### config.mk
export PLATFORM = sky130hd
export DESIGN_NAME = seg_scan_ctrl
export DESIGN_NICKNAME = d
export VERILOG_FILES = /design/src/rtl/seg_scan_pkg.sv /design/src/rtl/seg_scan_timer.sv /design/src/rtl/seg_scan_ctrl.sv
export SDC_FILE = /design/constraint.sdc
export NUM_CORES = 1
export LEC_CHECK = 0
export CORE_ASPECT_RATIO = 1.1
export CORE_UTILIZATION = 41
export CTS_BUF_LIST = sky130_fd_sc_hd__clkbuf_2
export DETAILED_ROUTE_END_ITERATION = 16
export PLACE_DENSITY = 0.57
export SYNTH_ARGS = -nofsm -noshare
export SYNTH_HDL_FRONTEND = slang
export SYNTH_SLANG_ARGS = --single-unit
export TNS_END_PERCENT = 30
### constraint.sdc
create_clock -name clock -period 2.41 [get_ports clock]
set_clock_uncertainty 0.15 [all_clocks]
set_input_delay 0.482 -clock clock [delete_from_list [all_inputs] [get_ports clock]]
set_output_delay 0.482 -clock clock [all_outputs]
set_load 0.005 [all_outputs]
### src/rtl/seg_scan_pkg.sv
// Shared types and constants for the 7-segment scan controller.
// SEG_SCAN_BLINK_EN adds a per-digit blink flag to each bank slot.
package seg_scan_pkg;
  typedef enum logic {ST_BLANK, ST_SHOW} state_t;

  localparam int DEF_NUM_DIGITS   = 4;
  localparam int DEF_PRESCALE     = 50000;
  localparam int DEF_BLANK_CYCLES = 2;
  localparam int DEF_BLINK_DIV    = 32;

  // Width that holds every value 0..max(a,b)
  function automatic int cnt_w(input int a, input int b);
    return $clog2(((a > b) ? a : b) + 1);
  endfunction

  typedef struct packed {
    logic [1:0] code;
`ifdef SEG_SCAN_BLINK_EN
    logic       blink;
`endif
  } slot_t;
endpackage

### src/rtl/seg_scan_timer.sv
// Restartable cycle counter: done pulses on the cycle the count reaches
// 'last' while enabled, and the count restarts from zero on that same edge.
module seg_scan_timer #(
  parameter int W = 2
) (
  input  logic         clock,
  input  logic         reset,
  input  logic         en,
  input  logic [W-1:0] last,
  output logic         done
);
  logic [W-1:0] cnt;

  assign done = en && (cnt == last);

  always_ff @(posedge clock) begin
    if (reset || done) cnt <= '0;
    else if (en)       cnt <= cnt + W'(1);
  end
endmodule

### src/rtl/seg_scan_ctrl.sv
// Time-multiplexed scan of NUM_DIGITS display codes into one shared decoder.
// Optional blink support is compiled in with SEG_SCAN_BLINK_EN.
module seg_scan_ctrl
  import seg_scan_pkg::*;
#(
  parameter int NUM_DIGITS   = DEF_NUM_DIGITS,
  parameter int PRESCALE     = DEF_PRESCALE,
  parameter int BLANK_CYCLES = DEF_BLANK_CYCLES,
  parameter int BLINK_DIV    = DEF_BLINK_DIV
) (
  input  logic                          clock,
  input  logic                          reset,
  input  logic                          wr_en,
  input  logic [$clog2(NUM_DIGITS)-1:0] wr_addr,
  input  logic [1:0]                    wr_code,
  input  logic                          wr_blink,
  output logic [1:0]                    code_out,
  output logic [NUM_DIGITS-1:0]         digit_en,
  output logic                          frame_tick
);
  localparam int AW = $clog2(NUM_DIGITS);
  localparam int SW = cnt_w(PRESCALE, BLANK_CYCLES);
  localparam logic [AW-1:0] LAST_IDX = AW'(NUM_DIGITS - 1);

  slot_t [NUM_DIGITS-1:0] bank;
  state_t                 state, state_nxt;
  logic [AW-1:0]          idx, idx_nxt;   // next digit to be shown
  logic [1:0]             code_nxt;
  logic [NUM_DIGITS-1:0]  en_nxt;
  logic                   tick_nxt;
  logic                   slot_done;
  logic [SW-1:0]          slot_last;

  always_ff @(posedge clock) begin
    if (reset) bank <= '0;
    else if (wr_en && ({1'b0, wr_addr} < (AW+1)'(NUM_DIGITS))) begin
      bank[wr_addr].code <= wr_code;
`ifdef SEG_SCAN_BLINK_EN
      bank[wr_addr].blink <= wr_blink;
`endif
    end
  end

  assign slot_last = (state == ST_SHOW) ? SW'(PRESCALE - 1) : SW'(BLANK_CYCLES - 1);

  seg_scan_timer #(.W(SW)) u_slot (
    .clock (clock),
    .reset (reset),
    .en    (1'b1),
    .last  (slot_last),
    .done  (slot_done)
  );

`ifdef SEG_SCAN_BLINK_EN
  localparam int BW = $clog2(BLINK_DIV + 1);
  logic phase, frame_end, blk_done;

  // A frame ends when the last digit's SHOW expires; idx has already wrapped to 0
  assign frame_end = (state == ST_SHOW) && slot_done && (idx == '0);

  seg_scan_timer #(.W(BW)) u_blink (
    .clock (clock),
    .reset (reset),
    .en    (frame_end),
    .last  (BW'(BLINK_DIV - 1)),
    .done  (blk_done)
  );

  always_ff @(posedge clock) begin
    if (reset)         phase <= 1'b0;
    else if (blk_done) phase <= ~phase;
  end
`else
  logic unused_blink;
  assign unused_blink = wr_blink;
`endif

  always_comb begin
    state_nxt = state;
    idx_nxt   = idx;
    code_nxt  = code_out;
    en_nxt    = digit_en;
    tick_nxt  = 1'b0;
    if (slot_done) begin
      case (state)
        ST_BLANK: begin
          state_nxt = ST_SHOW;
          idx_nxt   = (idx == LAST_IDX) ? '0 : idx + AW'(1);
          code_nxt  = bank[idx].code;
          en_nxt    = NUM_DIGITS'(1) << idx;
          tick_nxt  = (idx == '0);
`ifdef SEG_SCAN_BLINK_EN
          if (phase && bank[idx].blink) en_nxt = '0;
`endif
        end
        default: begin
          state_nxt = ST_BLANK;
          en_nxt    = '0;
        end
      endcase
    end
  end

  always_ff @(posedge clock) begin
    if (reset) begin
      state      <= ST_BLANK;
      idx        <= '0;
      code_out   <= 2'b00;
      digit_en   <= '0;
      frame_tick <= 1'b0;
    end else begin
      state      <= state_nxt;
      idx        <= idx_nxt;
      code_out   <= code_nxt;
      digit_en   <= en_nxt;
      frame_tick <= tick_nxt;
    end
  end
endmodule

==> summary.md <==
| Metric | Value |
|---|---|
| Post-synthesis register bit count | `34` |
| Slew @ Worst Pin | `621 ps` |
| Total power divided by cell area | `607 nW/µm²` |
| Max-cap violations | `0` |
| Mapped cell area | `1590 µm²` |
| Leading cell types in the layout, fill and taps excluded | `34 x dfxtp_1, 21 x nor2_1, 14 x a21oi_1` |
| Core Area | `3680 µm²` |
| Main flop type after synthesis | `dfxtp_1` |
| Ys async rst share | `0` |
| Setup Viol. Count Final | `0` |
| Root buffer cell | `clkbuf_2` |
| Critical Path AT | `2100 ps` |
| I/O Buffers | `13` |
| Hold EP | `digit_en[1]` |
| Remaining DRCs | `0` |
| Post-Syn Area per Cell | `9.42 µm²` |
| Gate Count Post-Synth | `169` |
| Drt first pass iters | `4` |
| Wirelength, routed | `3080 µm` |
| Most common cell after layout, fill and taps aside | `dfxtp_1` |
| Worst min path class | `reg -> reg` |
| Num CTS Buffers | `5` |
| CTS Hold Buffers Added | `0` |
| Final Max Slew Viols | `0` |
| Worst flop-to-flop path endpoint | `u_slot.cnt[15]` |
| Syn_nets | `182` |
| RSZ-0062 raised after global routing | `no` |
| Crit path max fanout | `16` |
| CP Capture Type | `flip-flop` |
| Util after Layout | `0.490` |
| P_leak | `0.640 nW` |
| Period Utilization, post-route | `0.826` |
| Synth Warn # | `0` |
| Vias in the first global route | `1221` |
| Antenna Cells | `0` |
| Postcts setup bufs | `0` |
| GR Util All Layers | `0.174` |
| Slew headroom | `0.586` |
| Starting density of the core | `0.432` |
| Initial drt markers | `70` |
| Worst-case reg-to-reg path depth | `5` |
| Total Neg Setup Slack | `0 ps` |
| Placed instance count | `228` |
| CTS tree | `done` |
| Die X | `61.4 µm` |
| DR vias/cell | `5.44` |
| Worst hold stages | `2` |
| H-tree level count | `2` |
| Final cell count without fillers | `236` |
| Hold Crit Start | `digit_en[1]` |
| Clk_lat worst skew | `360 ps` |
| Final nets | `198` |
| Layout cell share with drive strength beyond 1 | `0.0753` |
| Sequential fraction of the synthesis area | `0.428` |
| Rows | `23` |
| Drt wl/cell | `13.1 µm` |
| Die height | `67.3 µm` |
| First-pass GRT wire length | `5200 µm` |
| # resized after CTS | `0` |
| Post-synth EDFFs | `0` |
| Startpoint Class | `flip-flop` |
| Pin count of the biggest net entering global routing | `18` |
| Final ANT Viol Nets | `0` |
| Total gr overflow | `0` |
| # IOs | `15` |
| Detailed-placement wirelength estimate | `2210 µm` |
| Clk sinks | `34` |
| Netlist cell types | `36` |
| Required time worst endpoint | `2520 ps` |
| Status | `finished clean` |
| Hold WS | `332 ps` |
| Initial antenna violation count | `0` |
| Fmax | `502 MHz` |
| Area Growth Syn to Fin | `13.4%` |
| Via count | `1285` |
| Clk buf depth | `2` |
| Pwr Total | `1.10 mW` |
| Setup CP Type | `reg -> reg` |
| Reg2reg setup slack | `420 ps` |
| Routability cong. | `0.819` |
| Critical Path Source | `u_slot.cnt[2]` |
| Die ar. | `4140 µm²` |
| R2R Path Start | `u_slot.cnt[2]` |
| Period minus WS final | `1990 ps` |
| Final Hold Vio Count | `0` |
| Maximum VDD drop | `0.312 mV` |
| Reg clk slew, reported paths | `160 ps` |
==> logic make-up (layout without fill, tap and decap cells) <==
kind of cell,Yosys count,count (layout),share of synthesized area
buffers and inverters,12,29,0.0354
xor gates and xnor gates,10,10,0.0550
and+or+nand+nor,69,69,0.250
DFF,34,34,0.428
adders and majority gates,5,5,0.0393
muxes,10,10,0.0786
AOI/OAI and AO/OA,29,29,0.114
==> how the worst max path moves through the flow <==
stage | slack, ps | cells past startpoint | to
after floorplan | 690 | 5 | u_slot.cnt[10]
after global placement | 460 | 4 | bank[1]
after detailed placement | 440 | 4 | bank[0]
after CTS | 420 | 5 | u_slot.cnt[3]
after global routing | 240 | 5 | u_slot.cnt[15]
final | 420 | 5 | u_slot.cnt[15]
==> flip-flops by register name, summed over array words and instances, names as in the netlist <==
name	cells
code_out	2
frame_tick	1
u_slot.cnt	16
state	1
bank	8
digit_en	4
idx	2
==> where the power goes <==
part	switching (mW)	leakage (nW)	internal, mW
clock network	0.180	0.0255	0.0620
logic	0.123	0.339	0.103
registers	0.0327	0.276	0.595
==> critical path: stages (launching register included) <==
cell and delay, ps:
dfxtp_1 390, nor4_1 480, a21oi_1 310, o31ai_4 230, buf_4 240, a21oi_1 70
==> through the flow <==
| step | cell area [µm²] | worst slack, ps |
|---|---|---|
| after floorplan | 1590 | 692 |
| after global placement | 1770 | 459 |
| after detailed placement | 1770 | 443 |
| after CTS | 1810 | 417 |
| after global routing | 1810 | 238 |
| final | 1810 | 420 |
==> area by class of cell <==
cell class	count	area, µm²
fill	397	1880
multi-input combinational	123	855
sequential	34	681
timing repair buffer	16	153
tap	50	62.6
clock buffer	5	25.0
inverter	5	18.8
clock inverter	3	11.3
==> cell usage after synthesis, types with 4 or more instances <==
cell type / instances / area [µm²]
nor2_1: 21 / 78.8
inv_1: 5 / 18.8
a21oi_1: 14 / 70.1
o21ai_0: 7 / 35.0
ha_1: 5 / 62.6
dfxtp_1: 34 / 681
nand4_1: 5 / 31.3
o31ai_1: 5 / 37.5
xor2_1: 4 / 35.0
xnor2_1: 6 / 52.6
nand2_1: 7 / 26.3
nand3b_1: 9 / 67.6
nand3_1: 6 / 30.0
mux2i_1: 8 / 80.1
==> routing by layer <==
metal / wire length, µm / track usage / vias to the layer above
met4: 61 / 0.0667 / 0
met5: 0 / 0 / -
met1: 1510 / 0.219 / 607
met3: 97 / 0.0690 / 7
met2: 1410 / 0.265 / 22
li1: - / - / 649
Power figures use the tool's default switching activity.
